File: src/rtl/down_counter_pkg.sv
// Shared counter library package (counter_pkg): width limits and helpers
// used by the up and down counters.
package counter_pkg;

    localparam int COUNTER_W_MAX = 16;

    // All-ones pattern of the given width, zero-extended to the max width.
    function automatic logic [COUNTER_W_MAX-1:0] all_ones(input int width);
        logic [COUNTER_W_MAX-1:0] v;
        v = '0;
        for (int i = 0; i < COUNTER_W_MAX; i++) begin
            if (i < width) v[i] = 1'b1;
        end
        return v;
    endfunction

endpackage

File: src/rtl/down_counter_if.sv
// Control/status bundle of the down counter.
// master drives en/load/d; slave returns the count and flags.
interface down_counter_if #(
    parameter int WIDTH = 4
) ();

    logic             en;
    logic             load;
    logic [WIDTH-1:0] d;
    logic [WIDTH-1:0] q;
    logic             zero;
    logic             borrow;
    logic             busy;

    modport master (
        output en, load, d,
        input  q, zero, borrow, busy
    );

    modport slave (
        input  en, load, d,
        output q, zero, borrow, busy
    );

endinterface

File: src/rtl/down_counter_core.sv
// Count register of the down counter: load, decrement, wrap/saturate,
// and substitution of a reload value on the 1 -> 0 step.
module down_counter_core
    import counter_pkg::*;
#(
    parameter int WIDTH = 4,
    parameter bit WRAP  = 1'b1
) (
    input  logic             clk,
    input  logic             reset,
    input  logic             en,
    input  logic             load,
    input  logic [WIDTH-1:0] d,
    input  logic [WIDTH-1:0] reload,
    output logic [WIDTH-1:0] q
);

    localparam logic [COUNTER_W_MAX-1:0] ONES_FULL = all_ones(WIDTH);
    localparam logic [WIDTH-1:0] ONES = ONES_FULL[WIDTH-1:0];
    localparam logic [WIDTH-1:0] ONE  = {{(WIDTH-1){1'b0}}, 1'b1};

    logic             q_zero;
    logic             q_one;
    logic             reload_nz;
    logic [WIDTH-1:0] floor_val;
    logic [WIDTH-1:0] dec_val;
    logic [WIDTH-1:0] q_next;

    assign q_zero    = (q == '0);
    assign q_one     = (q == ONE);
    assign reload_nz = (reload != '0);
    assign floor_val = WRAP ? ONES : '0;

    assign dec_val = q_zero              ? floor_val :
                     (q_one & reload_nz) ? reload    :
                                           q - ONE;

    // Ternaries rather than if/else so an X on en or load reaches q.
    assign q_next = load ? d :
                    en   ? dec_val :
                           q;

    always_ff @(posedge clk or posedge reset) begin
        if (reset) q <= '0;
        else       q <= q_next;
    end

endmodule

File: src/rtl/down_counter.sv
// Loadable down counter with terminal-count, borrow and busy flags.
// Optional macro AUTO_RELOAD_EN: reload d on the 1 -> 0 step (divider).
module down_counter
    import counter_pkg::*;
#(
    parameter int WIDTH = 4,
    parameter bit WRAP  = 1'b1
) (
    input  logic        clk,
    input  logic        reset,
    down_counter_if.slave bus
);

    localparam logic [WIDTH-1:0] ONE = {{(WIDTH-1){1'b0}}, 1'b1};

    logic [WIDTH-1:0] q;
    logic [WIDTH-1:0] reload;
    logic             q_zero;
    logic             q_one;
    logic             reload_nz;
    logic             ends_run;
    logic             borrow;
    logic             busy;
    logic             borrow_next;
    logic             busy_next;

`ifdef AUTO_RELOAD_EN
    logic [WIDTH-1:0] reload_q;

    always_ff @(posedge clk or posedge reset) begin
        if (reset) reload_q <= '0;
        else       reload_q <= bus.load ? bus.d : reload_q;
    end

    assign reload = reload_q;
`else
    assign reload = '0;
`endif

    down_counter_core #(
        .WIDTH (WIDTH),
        .WRAP  (WRAP)
    ) u_core (
        .clk    (clk),
        .reset  (reset),
        .en     (bus.en),
        .load   (bus.load),
        .d      (bus.d),
        .reload (reload),
        .q      (q)
    );

    assign q_zero    = (q == '0);
    assign q_one     = (q == ONE);
    assign reload_nz = (reload != '0);

    // A decrement out of 1 ends the run unless a reload restarts it.
    assign ends_run = q_zero | (q_one & ~reload_nz);

    assign borrow_next = bus.load ? 1'b0 :
                         bus.en   ? (q_zero | (q_one & reload_nz)) :
                                    1'b0;

    assign busy_next = bus.load ? (bus.d != '0) :
                       bus.en   ? (ends_run ? 1'b0 : busy) :
                                  busy;

    always_ff @(posedge clk or posedge reset) begin
        if (reset) begin
            borrow <= 1'b0;
            busy   <= 1'b0;
        end else begin
            borrow <= borrow_next;
            busy   <= busy_next;
        end
    end

    assign bus.q      = q;
    assign bus.zero   = q_zero;
    assign bus.borrow = borrow;
    assign bus.busy   = busy;

endmodule
File: src/flat_wrapper.sv
// flat-port wrapper written by rule: the top's interface ports become plain ports
module down_counter_flat import counter_pkg::*;
#(
    parameter int WIDTH = 4,
    parameter bit WRAP  = 1'b1
)
  (clk, reset, bus_en, bus_load, bus_d, bus_q, bus_zero, bus_borrow, bus_busy);
  down_counter_if #(.WIDTH(WIDTH)) bus_i ();
  input  logic clk;
  input  logic reset;
  input wire logic [$bits(bus_i.en)-1:0] bus_en;
  input wire logic [$bits(bus_i.load)-1:0] bus_load;
  input wire logic [$bits(bus_i.d)-1:0] bus_d;
  output wire logic [$bits(bus_i.q)-1:0] bus_q;
  output wire logic [$bits(bus_i.zero)-1:0] bus_zero;
  output wire logic [$bits(bus_i.borrow)-1:0] bus_borrow;
  output wire logic [$bits(bus_i.busy)-1:0] bus_busy;
  assign bus_i.en = bus_en;
  assign bus_i.load = bus_load;
  assign bus_i.d = bus_d;
  assign bus_q = bus_i.q;
  assign bus_zero = bus_i.zero;
  assign bus_borrow = bus_i.borrow;
  assign bus_busy = bus_i.busy;
  down_counter #(.WIDTH(WIDTH), .WRAP(WRAP)) u_core (.clk(clk), .reset(reset), .bus(bus_i));
endmodule
File: config.mk
export PLATFORM = sky130hd
export DESIGN_NAME = down_counter_flat
export DESIGN_NICKNAME = d
export VERILOG_FILES = /design/src/rtl/down_counter_pkg.sv /design/src/rtl/down_counter_if.sv /design/src/rtl/down_counter_core.sv /design/src/rtl/down_counter.sv /design/src/flat_wrapper.sv
export SDC_FILE = /design/constraint.sdc
export NUM_CORES = 1
export LEC_CHECK = 0
export BUFFER_PORTS_ARGS = -buffer_cell sky130_fd_sc_hd__buf_4
export CAP_MARGIN = 10
export CORE_UTILIZATION = 25
export DETAILED_ROUTE_END_ITERATION = 10
export HOLD_SLACK_MARGIN = 0.12
export MAX_ROUTING_LAYER = met4
export SYNTH_ARGS = -nofsm -noshare
export SYNTH_HDL_FRONTEND = slang
export SYNTH_HIERARCHICAL = 1
export SYNTH_SLANG_ARGS = --single-unit
File: constraint.sdc
create_clock -name clk -period 1.6 [get_ports clk]
set_input_delay 0 -clock clk [delete_from_list [all_inputs] [get_ports clk]]
set_output_delay 0 -clock clk [all_outputs]
set_load 0.01 [all_outputs]
==> key figures, run 1 <==
Die
  • # rows: 15
  • Die width: ~47 um
  • Core Region: roughly 1800 um2
  • Starting density of the core: between 20% and 30%
  • Die area: 2180 um2
  • I/O pin count: 15
  • Die H: ~47 um

Synthesis
  • Mean Syn Cell Area: roughly 9.4 um2
  • Synth Area in Compound Gates: 28.5%
  • Yosys reg bits: 6
  • Adder-cell share of the synthesized area: under 10%
  • Primary FF master, synth: dfrtp_1
  • Post-synthesis cell count: 53
  • Async set or reset register ratio after synthesis: 100%
  • Top post-synthesis cells by count: inv_1 (7), dfrtp_1 (6), nor3_1 (4)
  • Synth Area in Simple Gates: 21.2%
  • Largest cells by area after synthesis: dfrtp_1 (30%), a221oi_2 (9.0%), ha_1 (7.5%)
  • Total number of yosys warnings: 6
  • Post-synth EDFFs: 0
  • Largest area contributor in the netlist: dfrtp_1
  • Unique masters post-synth: 26
  • Post-synthesis cell area: around 500 um2
  • Post-synthesis mux area share: around 2.3%
  • Count leader, synth: inv_1
  • Sequential area share after synthesis: 30.0%
  • Main combinational cell family by area after synthesis: compound AO/OA/AOI/OAI gates
  • Top cell type's share of synthesized area: 30.0%
  • Synth Area in XOR/XNOR: 3.50%

CTS
  • Reg clk slew, reported paths: roughly 0.05 ns
  • Total CTS buffers: 3
  • CTS tree: done
  • Clock root buffer: clkbuf_4
  • CTS max path bufs: 2
  • Clk sink count: 6
  • Worst skew pair latency: 0.24 ns
  • Htree depth: 1

Detailed routing
  • First-pass DRT Iterations: 4
  • Final ANT Viol Nets: 0
  • Final WL: 1360 um
  • Vias post-DR: 516
  • Via/cell ratio: 4.73
  • # DRC: 0
  • First DRT Iteration DRCs: 12
  • WL per Instance: roughly 12 um

Power and ir drop
  • Maximum VDD drop: between 0.0002 and 0.0003 V
  • Leak: 0.382 nW
  • Pwr dens: 760 nW/um2

GRT
  • First-pass GRT wire length: 2100 um
  • Vias in the first global route: about 500
  • Initial antenna violation count: 0
  • Largest net degree at the start of global routing: 15
  • Total grt overflow: 0
  • Global Route Usage Sum: 14.2%

Timing
  • Max-slew violations: 0
  • Worst Hold Margin: between 0.15 and 0.2 ns
  • Setup TNS: 0 ns
  • Setup Skew: 0.000116 ns
  • Final setup vio count: 0
  • F_max: about 720 MHz
  • Hold violation count in the final report: 0
  • Fraction of the cycle the final worst path needs: between 80% and 90%
  • Crit path time final: 1.38 ns
  • Unrepaired setup endpoints after global routing: false

Worst setup path
  • Cell family with most CP delay: compound AO/OA/AOI/OAI gates
  • R2R Setup Slk: between 0.2 and 0.25 ns
  • RR Startpoint: u_core/u_core/q[0]
  • Kind of end point of the critical path: flop
  • R2r endpoint: u_core/u_core/q[0]
  • WP buf/inv: 1
  • Req. time, crit path: approximately 1.7 ns
  • CP startpoint kind: flop
  • R2R depth: 5
  • Critical path's slowest cell: dfrtp_1
  • Critical Path AT: about 1.5 ns
  • Crit Path Max Fanout: 6
  • Largest stage delay on the critical path: 0.44 ns
  • CP Cell Sequence: inv_1 -> ha_1 -> a21o_1 -> a21oi_1 -> a221oi_2
  • WS Path Type: reg2reg

Final layout
  • Area delta synth->final: 53.0%
  • Inserted Diodes: 0
  • # nets final: between 90 and 100
  • Finished Cell Area: between 700 and 800 um2
  • Share of layout cells above drive strength 1: a little under a third

Placement
  • Final Wtd Congestion: about 0.83
  • PortBufs: 14
  • Area post-placement: approximately 670 um2
  • DPL Wire Length: roughly 960 um

Run status
  • Status: complete, no violations

Min path
  • Worst hold path type: in2async

Job
  • Max-cap violations: 0
-- power breakdown --
group	leakage, nW	total [mW]	internal (mW)	switching, mW
clock network	0.0138	0.138	0.0847	0.0529
logic	0.297	0.233	0.119	0.114
registers	0.0704	0.212	0.173	0.0388
-- through the flow --
stage / utilization [%] / power [mW] / setup WS (ns) / instances
after CTS: 42.1 / 0.583 / 0.0907 / 109
after detailed placement: 36.9 / 0.426 / 0.241 / 99
after global routing: 42.5 / 0.618 / 0.139 / 109
after global placement: 36.9 / 0.428 / 0.262 / 99
final: 42.5 / 0.582 / 0.219 / 109
after floorplan: - / 0.338 / 0.283 / 60
-- what timing repair did --
item                                   4_1_cts  5_1_grt
setup endpoints to repair                    0        1
hold buffers                                 7        1
buffers inserted                             0        0
endpoints found under the hold margin       12        1
gates resized for setup                      0        1
-- cell families after synthesis --
logic type      after synthesis
compound gates               18
xor+xnor                      2
flops                         6
buf+inv                       8
fa+ha+maj                     3
mux                           1
other cells                   1
simple gates                 14
-- layer usage --
layer / routed length, um / GRT usage [%] / share of wire [%] / vias up
met5: 0 / - / 0 / -
met4: 0 / 3.43 / 0 / 0
met3: 82 / 3.46 / 6.0 / 0
met2: 638 / 23.1 / 47 / 23
met1: 638 / 17.6 / 47 / 245
li1: - / - / - / 248
-- sequential cells by signal, indices dropped and copies added, names as in the netlist --
signal / count
u_core/bus.busy: 1
u_core/bus.borrow: 1
u_core/u_core/q: 4
-- how the worst max path moves through the flow --
stage	cells after the start	to	from
6_report	5	u_core/u_core/q[0]	u_core/u_core/q[0]
5_1_grt	5	u_core/u_core/q[3]	u_core/u_core/q[0]
4_1_cts	5	u_core/bus.busy	bus_d[1]
3_5_place_dp	5	u_core/u_core/q[3]	u_core/u_core/q[0]
3_3_place_gp	5	u_core/u_core/q[3]	u_core/u_core/q[0]
2_1_floorplan	5	u_core/u_core/q[3]	u_core/u_core/q[0]
-- layout make-up --
cell class,count,area (um2)
clock buffer,3,22.5
fill,182,1040
inverter,7,26.3
multi-input combinational,46,353
sequential,6,150
tap,25,31.3
timing repair buffer,22,183
-- cells in the final DEF, fill, tap and decap left out --
cell type and instances:
buf_4 15, conb_1 8, dlygate4sd3_1 7, inv_1 7
dfrtp_1 6, nor3_1 4, clkbuf_4 3, a21o_1 3
a21oi_1 3, a221oi_2 3, ha_1 3, nand2b_1 2
o21ai_0 2, nor2_1 2, o211ai_1 2, o21ai_1 2
nor4b_1 1, o41ai_2 1, nor4_2 1, and3b_1 1
xnor2_1 1, nor4_4 1, or3b_4 1, mux2_2 1
a211o_1 1, nand2_1 1, xor2_1 1, o21bai_1 1
-- worst min-delay path, cell delays in order --
cell           delay, ns
dlygate4sd3_1       0.54
buf_4               0.14
inv_1               0.08
Note: power is estimated with default switching activity, not from simulation.
==> run 2, diff against run 1 <==
Settings changed: PLACE_DENSITY_LB_ADDON from default to 0.05.
==> run 2 against run 1 <==
Final area is 0.98% lower. Total power is 0.88% lower. Count of clock-buffer cells in the layout stayed put. Non-clock buffer count stayed put. Routed wire length is 4.4% lower. Flip-flop and latch count stayed put. Die area stayed put. Critical path type is now in2reg. Highest routed layer is now met4.
==> key figures, run 2 (synthesized netlist as in run 1, its figures left out) <==
CTS
  • CTS max path bufs: 2
  • CTS tree: done
  • Post-CTS Setup Repair Bufs: 0
  • Clock root buffer: clkbuf_4
  • Htree depth: 1
  • Clk sink count: 6
  • Total CTS buffers: 3
  • Worst skew pair latency: 0.24 ns
  • Reg clk slew, reported paths: 0.04 ns

Placement
  • Pre-CTS WS: roughly 0.22 ns
  • Final Wtd Congestion: 0.740
  • DPL Wire Length: ~1000 um
  • PortBufs: 14

Detailed routing
  • # DRC: 0
  • First DRT Iteration DRCs: 4
  • Met2 routed WL: 601 um
  • First-pass DRT Iterations: 3
  • Metal3 WL: ~55 um
  • Final WL: between 1000 and 1500 um
  • WL per Instance: 11.9 um
  • Via/cell ratio: ~4.6
  • M1 wire length: roughly 630 um
  • Top Metal Used: met4
  • Vias post-DR: between 500 and 600
  • Final ANT Viol Nets: 0

Final layout
  • # nets final: a little under 100
  • FILL cells: between 200 and 250
  • Most common cell after layout, fill and taps aside: buf_4
  • Top flop regs: u_core/u_core/q: 4 flops, u_core/bus.borrow: 1 flops, u_core/bus.busy: 1 flops
  • Max FFs per register: 4
  • Most frequent cells in the layout: buf_4 (15), conb_1 (8), dlygate4sd3_1 (7), inv_1 (7), dfrtp_1 (6)
  • Inserted Diodes: 0
  • Share of layout cells above drive strength 1: 29.8%
  • Biggest register: u_core/u_core/q
  • Area delta synth->final: 51.5%
  • Multi-input logic area: 345 um2
  • Register Area: ~150 um2

Timing
  • Max-slew violations: 0
  • Setup TNS: 0 ns
  • Worst Hold Margin: about 0.18 ns
  • Unrepaired setup endpoints after global routing: false
  • Fraction of the cycle the final worst path needs: 97.2%
  • Setup Skew: approximately 0.0026 ns
  • Crit path time final: about 1.6 ns
  • Final setup vio count: 0
  • Hold violation count in the final report: 0
  • Worst setup margin: between 0.04 and 0.05 ns
  • F_max: 643 MHz

Die
  • Die area: between 2000 and 2500 um2
  • Die width: ~47 um
  • I/O pin count: 15
  • Core Region: roughly 1800 um2
  • Die H: 46.7 um
  • Starting density of the core: between 20% and 30%
  • # rows: 15

Power and ir drop
  • Leak: approximately 0.38 nW
  • Pwr dens: 761 nW/um2
  • Maximum VDD drop: between 0.0004 and 0.0005 V
  • Power, Total: 577 uW

Worst setup path
  • Req. time, crit path: 1.72 ns
  • R2r endpoint: u_core/u_core/q[1]
  • WS Path Type: in2reg
  • Kind of end point of the critical path: flop
  • Crit Path Max Fanout: 2
  • R2R depth: 5
  • R2R Setup Slk: ~0.20 ns
  • Critical Path AT: roughly 1.7 ns
  • CP startpoint kind: input port
  • RR Startpoint: u_core/u_core/q[0]

GRT
  • Vias in the first global route: 468
  • Initial antenna violation count: 0
  • First-pass GRT wire length: roughly 2100 um
  • Largest net degree at the start of global routing: 15
  • Global Route Usage Sum: between 10% and 20%
  • Total grt overflow: 0

Min path
  • Worst hold path type: in2async

Job
  • Max-cap violations: 0

Run status
  • Status: complete, no violations
-- run 2: cell count changes in the layout (fill, tap and decap cells not counted) --
cell	previous run	this run
o41ai_1	0	1
o41ai_2	1	0
-- run 2: worst max-delay path by stage --
| stage | cells after the start | slack [ns] | from | endpoint |
|---|---|---|---|---|
| 2_1_floorplan | 5 | 0.28 | u_core/u_core/q[0] | u_core/u_core/q[3] |
| 3_3_place_gp | 5 | 0.26 | u_core/u_core/q[0] | u_core/u_core/q[1] |
| 3_5_place_dp | 5 | 0.22 | u_core/u_core/q[0] | u_core/u_core/q[3] |
| 4_1_cts | 5 | 0.09 | bus_d[1] | u_core/bus.busy |
| 5_1_grt | 5 | 0.01 | bus_d[1] | u_core/bus.busy |
| 6_report | 5 | 0.04 | bus_d[1] | u_core/bus.busy |
-- run 2: repair_timing --
action                                 4_1_cts  5_1_grt
gates resized for setup                      0        0
hold buffers                                 7        0
endpoints found under the hold margin       12        0
-- run 2: per-stage QoR --
| step | cell area (um2) | util, % | cells |
|---|---|---|---|
| final | 758 | 42.1 | 109 |
| after global routing | 758 | 42.1 | 109 |
| after CTS | 758 | 42.1 | 109 |
| after detailed placement | 666 | 36.9 | 99 |
| after global placement | 666 | 36.9 | 99 |
| after floorplan | 527 | - | 60 |
-- run 2: per-layer routing --
layer,track usage (%),up-vias
met1,17.4,239
li1,-,249
met5,-,-
met4,3.43,0
met2,22.8,12
met3,6.92,2
-- run 2: layout make-up --
type,count,share of cell area [%]
clock buffer,3,2.97
timing repair buffer,22,24.1
tap,25,4.13
sequential,6,19.8
multi-input combinational,46,45.5
inverter,7,3.47
-- run 2: power breakdown --
group | leakage [nW] | total [mW] | internal, mW | switching (mW)
clock network | 0.0138 | 0.137 | 0.0847 | 0.0521
logic | 0.294 | 0.231 | 0.120 | 0.111
registers | 0.0704 | 0.209 | 0.173 | 0.0365
total | 0.378 | 0.577 | 0.377 | 0.200
-- run 2: critical path, cell delays in order --
cell and delay (ns):
dlygate4sd3_1 0.53, buf_4 0.14, o41ai_1 0.34, dlygate4sd3_1 0.59
o21ai_0 0.07
==> run 3, diff against run 2 <==
Settings changed: GPL_TIMING_DRIVEN from default to 0.
==> run 3 against run 2 <==
Worst hold slack worse by 0.0069 ns. Routed wire length shrank 11%. Sequential share of layout area down 0.72 points. Critical path depth unchanged. Total power is 1.3% higher. Sequential power rose by 3%. Core utilization grew 1.9 points. Fmax is 0.63% higher. Count of clock-buffer cells in the layout unchanged. Register-to-register slack worse by 0.10 ns. Via count shrank 0.20%.
==> key figures, run 3 (synthesized netlist as in run 1, its figures left out) <==
Die
  • Starting density of the core: 27.8%
  • Die H: roughly 47 um
  • Die width: 46.7 um
  • Core Region: around 1800 um2
  • # rows: 15
  • I/O pin count: 15
  • Die area: between 2000 and 2500 um2

Worst setup path
  • Most frequent CP cell: dlygate4sd3_1
  • Req. time, crit path: 1.72 ns
  • Critical Path AT: ~1.7 ns
  • Kind of end point of the critical path: flop
  • WP buf/inv: 3
  • R2r endpoint: u_core/bus.borrow
  • WS Path Type: in2reg
  • Crit Path Max Fanout: 2
  • CP Cell Sequence: dlygate4sd3_1 -> buf_4 -> o41ai_1 -> dlygate4sd3_1 -> o21ai_0
  • RR Startpoint: u_core/u_core/q[0]
  • CP startpoint kind: input port
  • Largest stage delay on the critical path: between 0.5 and 0.6 ns
  • R2R depth: 3
  • R2R Setup Slk: 0.10 ns
  • Critical path's slowest cell: dlygate4sd3_1
  • Cell family with most CP delay: buffers and inverters

Timing
  • Crit path time final: about 1.5 ns
  • Setup Skew: just over 0.003 ns
  • Fraction of the cycle the final worst path needs: between 90% and 100%
  • Setup TNS: 0 ns
  • Hold violation count in the final report: 0
  • Unrepaired setup endpoints after global routing: false
  • Final setup vio count: 0
  • Max-slew violations: 0
  • F_max: roughly 650 MHz

GRT
  • Global Route Usage Sum: roughly 14%
  • Vias in the first global route: 458
  • First-pass GRT wire length: a little under 2000 um
  • Largest net degree at the start of global routing: 11
  • Initial antenna violation count: 0
  • Total grt overflow: 0

CTS
  • Htree depth: 1
  • Total CTS buffers: 3
  • Clk sink count: 6
  • Reg clk slew, reported paths: roughly 0.040 ns
  • CTS max path bufs: 2
  • Worst skew pair latency: 0.24 ns
  • CTS tree: done
  • Clock root buffer: clkbuf_4

Power and ir drop
  • Leak: slightly below 0.4 nW
  • Pwr dens: between 700 and 800 nW/um2
  • Power, Total: 584 uW
  • Maximum VDD drop: 0.000618 V

Final layout
  • Share of layout cells above drive strength 1: a little under a third
  • Top flop regs: u_core/u_core/q: 4 flops, u_core/bus.borrow: 1 flops, u_core/bus.busy: 1 flops
  • Max FFs per register: 4
  • Most common cell after layout, fill and taps aside: buf_4
  • Area delta synth->final: 58.5%
  • # nets final: 100
  • FILL cells: roughly 200
  • Inserted Diodes: 0
  • Most frequent cells in the layout: buf_4 (15), dlygate4sd3_1 (9), conb_1 (8)
  • Biggest register: u_core/u_core/q

Detailed routing
  • # DRC: 0
  • WL per Instance: between 10 and 15 um
  • First-pass DRT Iterations: 4
  • Final ANT Viol Nets: 0
  • Final WL: between 1000 and 1500 um
  • Vias post-DR: 501
  • Via/cell ratio: 4.47
  • First DRT Iteration DRCs: 8

Min path
  • Worst hold path type: in2async

Placement
  • DPL Wire Length: 891 um
  • PortBufs: 14
  • Final Wtd Congestion: 0.728

Run status
  • Status: complete, no violations

Job
  • Max-cap violations: 0
[run 3: cell types whose count changed in the layout (fill, tap and decap cells not counted)]
| cell | before | now |
|---|---|---|
| buf_2 | 0 | 1 |
| dfrtp_1 | 6 | 5 |
| dfrtp_2 | 0 | 1 |
| dlygate4sd3_1 | 7 | 9 |
| nor4_2 | 1 | 0 |
| nor4_4 | 1 | 2 |
[run 3: layout make-up]
type	count	area, um2	area share (%)
plain buffers	1	5.00	0.631
clock buffers	3	22.5	2.84
inverters	7	26.3	3.31
multi-input cells	46	354	44.6
flip-flops and latches	6	151	19.1
well taps	25	31.3	3.94
repair buffers	24	203	25.6
[run 3: power by group]
group          total, mW  internal (mW)  switching, mW
sequential         0.216          0.174         0.0427
clock              0.139         0.0848         0.0541
combinational      0.229          0.123          0.106
[run 3: per-stage QoR]
step | util (%) | setup WS, ns | hold WS (ns) | cell area (um2) | cells
after global routing | 44.0 | 0.00512 | 0.178 | 793 | 112
after detailed placement | 36.8 | 0.224 | -0.122 | 663 | 99
after global placement | 36.8 | 0.176 | -0.124 | 663 | 99
after CTS | 43.1 | 0.0469 | 0.167 | 776 | 111
final | 44.0 | 0.0542 | 0.178 | 793 | 112
after floorplan | - | 0.283 | -0.259 | 527 | 60
[run 3: metal layers]
layer / global-route usage [%] / up-vias / wire length [um]
li1: - / 256 / -
met4: 5.14 / 0 / 14
met3: 6.92 / 2 / 57
met1: 16.4 / 229 / 593
met5: - / - / 0
met2: 19.7 / 14 / 488
[run 3: how the worst max path moves through the flow]
stage | start | end | slack (ns) | depth (start not counted)
2_1_floorplan | u_core/u_core/q[0] | u_core/u_core/q[3] | 0.28 | 5
3_3_place_gp | u_core/u_core/q[1] | u_core/u_core/q[1] | 0.18 | 5
3_5_place_dp | u_core/u_core/q[1] | u_core/u_core/q[3] | 0.22 | 5
4_1_cts | u_core/u_core/q[1] | u_core/bus.borrow | 0.05 | 3
5_1_grt | bus_d[1] | u_core/bus.busy | 0.005 | 5
6_report | bus_d[1] | u_core/bus.busy | 0.05 | 5
[run 3: repair_timing]
| action | in CTS | in global routing |
|---|---|---|
| gates resized for setup | 0 | 2 |
| hold endpoints to repair | 12 | 0 |
| setup buffers | 0 | 1 |
| endpoints found under the setup margin | 0 | 1 |
| hold buffers | 9 | 0 |
[run 3: worst reg2reg max path: cells and delay by family (launching register included)]
kind	cells	cell delay [ns]
buffers and inverters	1	0.53
DFF	1	0.45
and+or+nand+nor	2	0.46
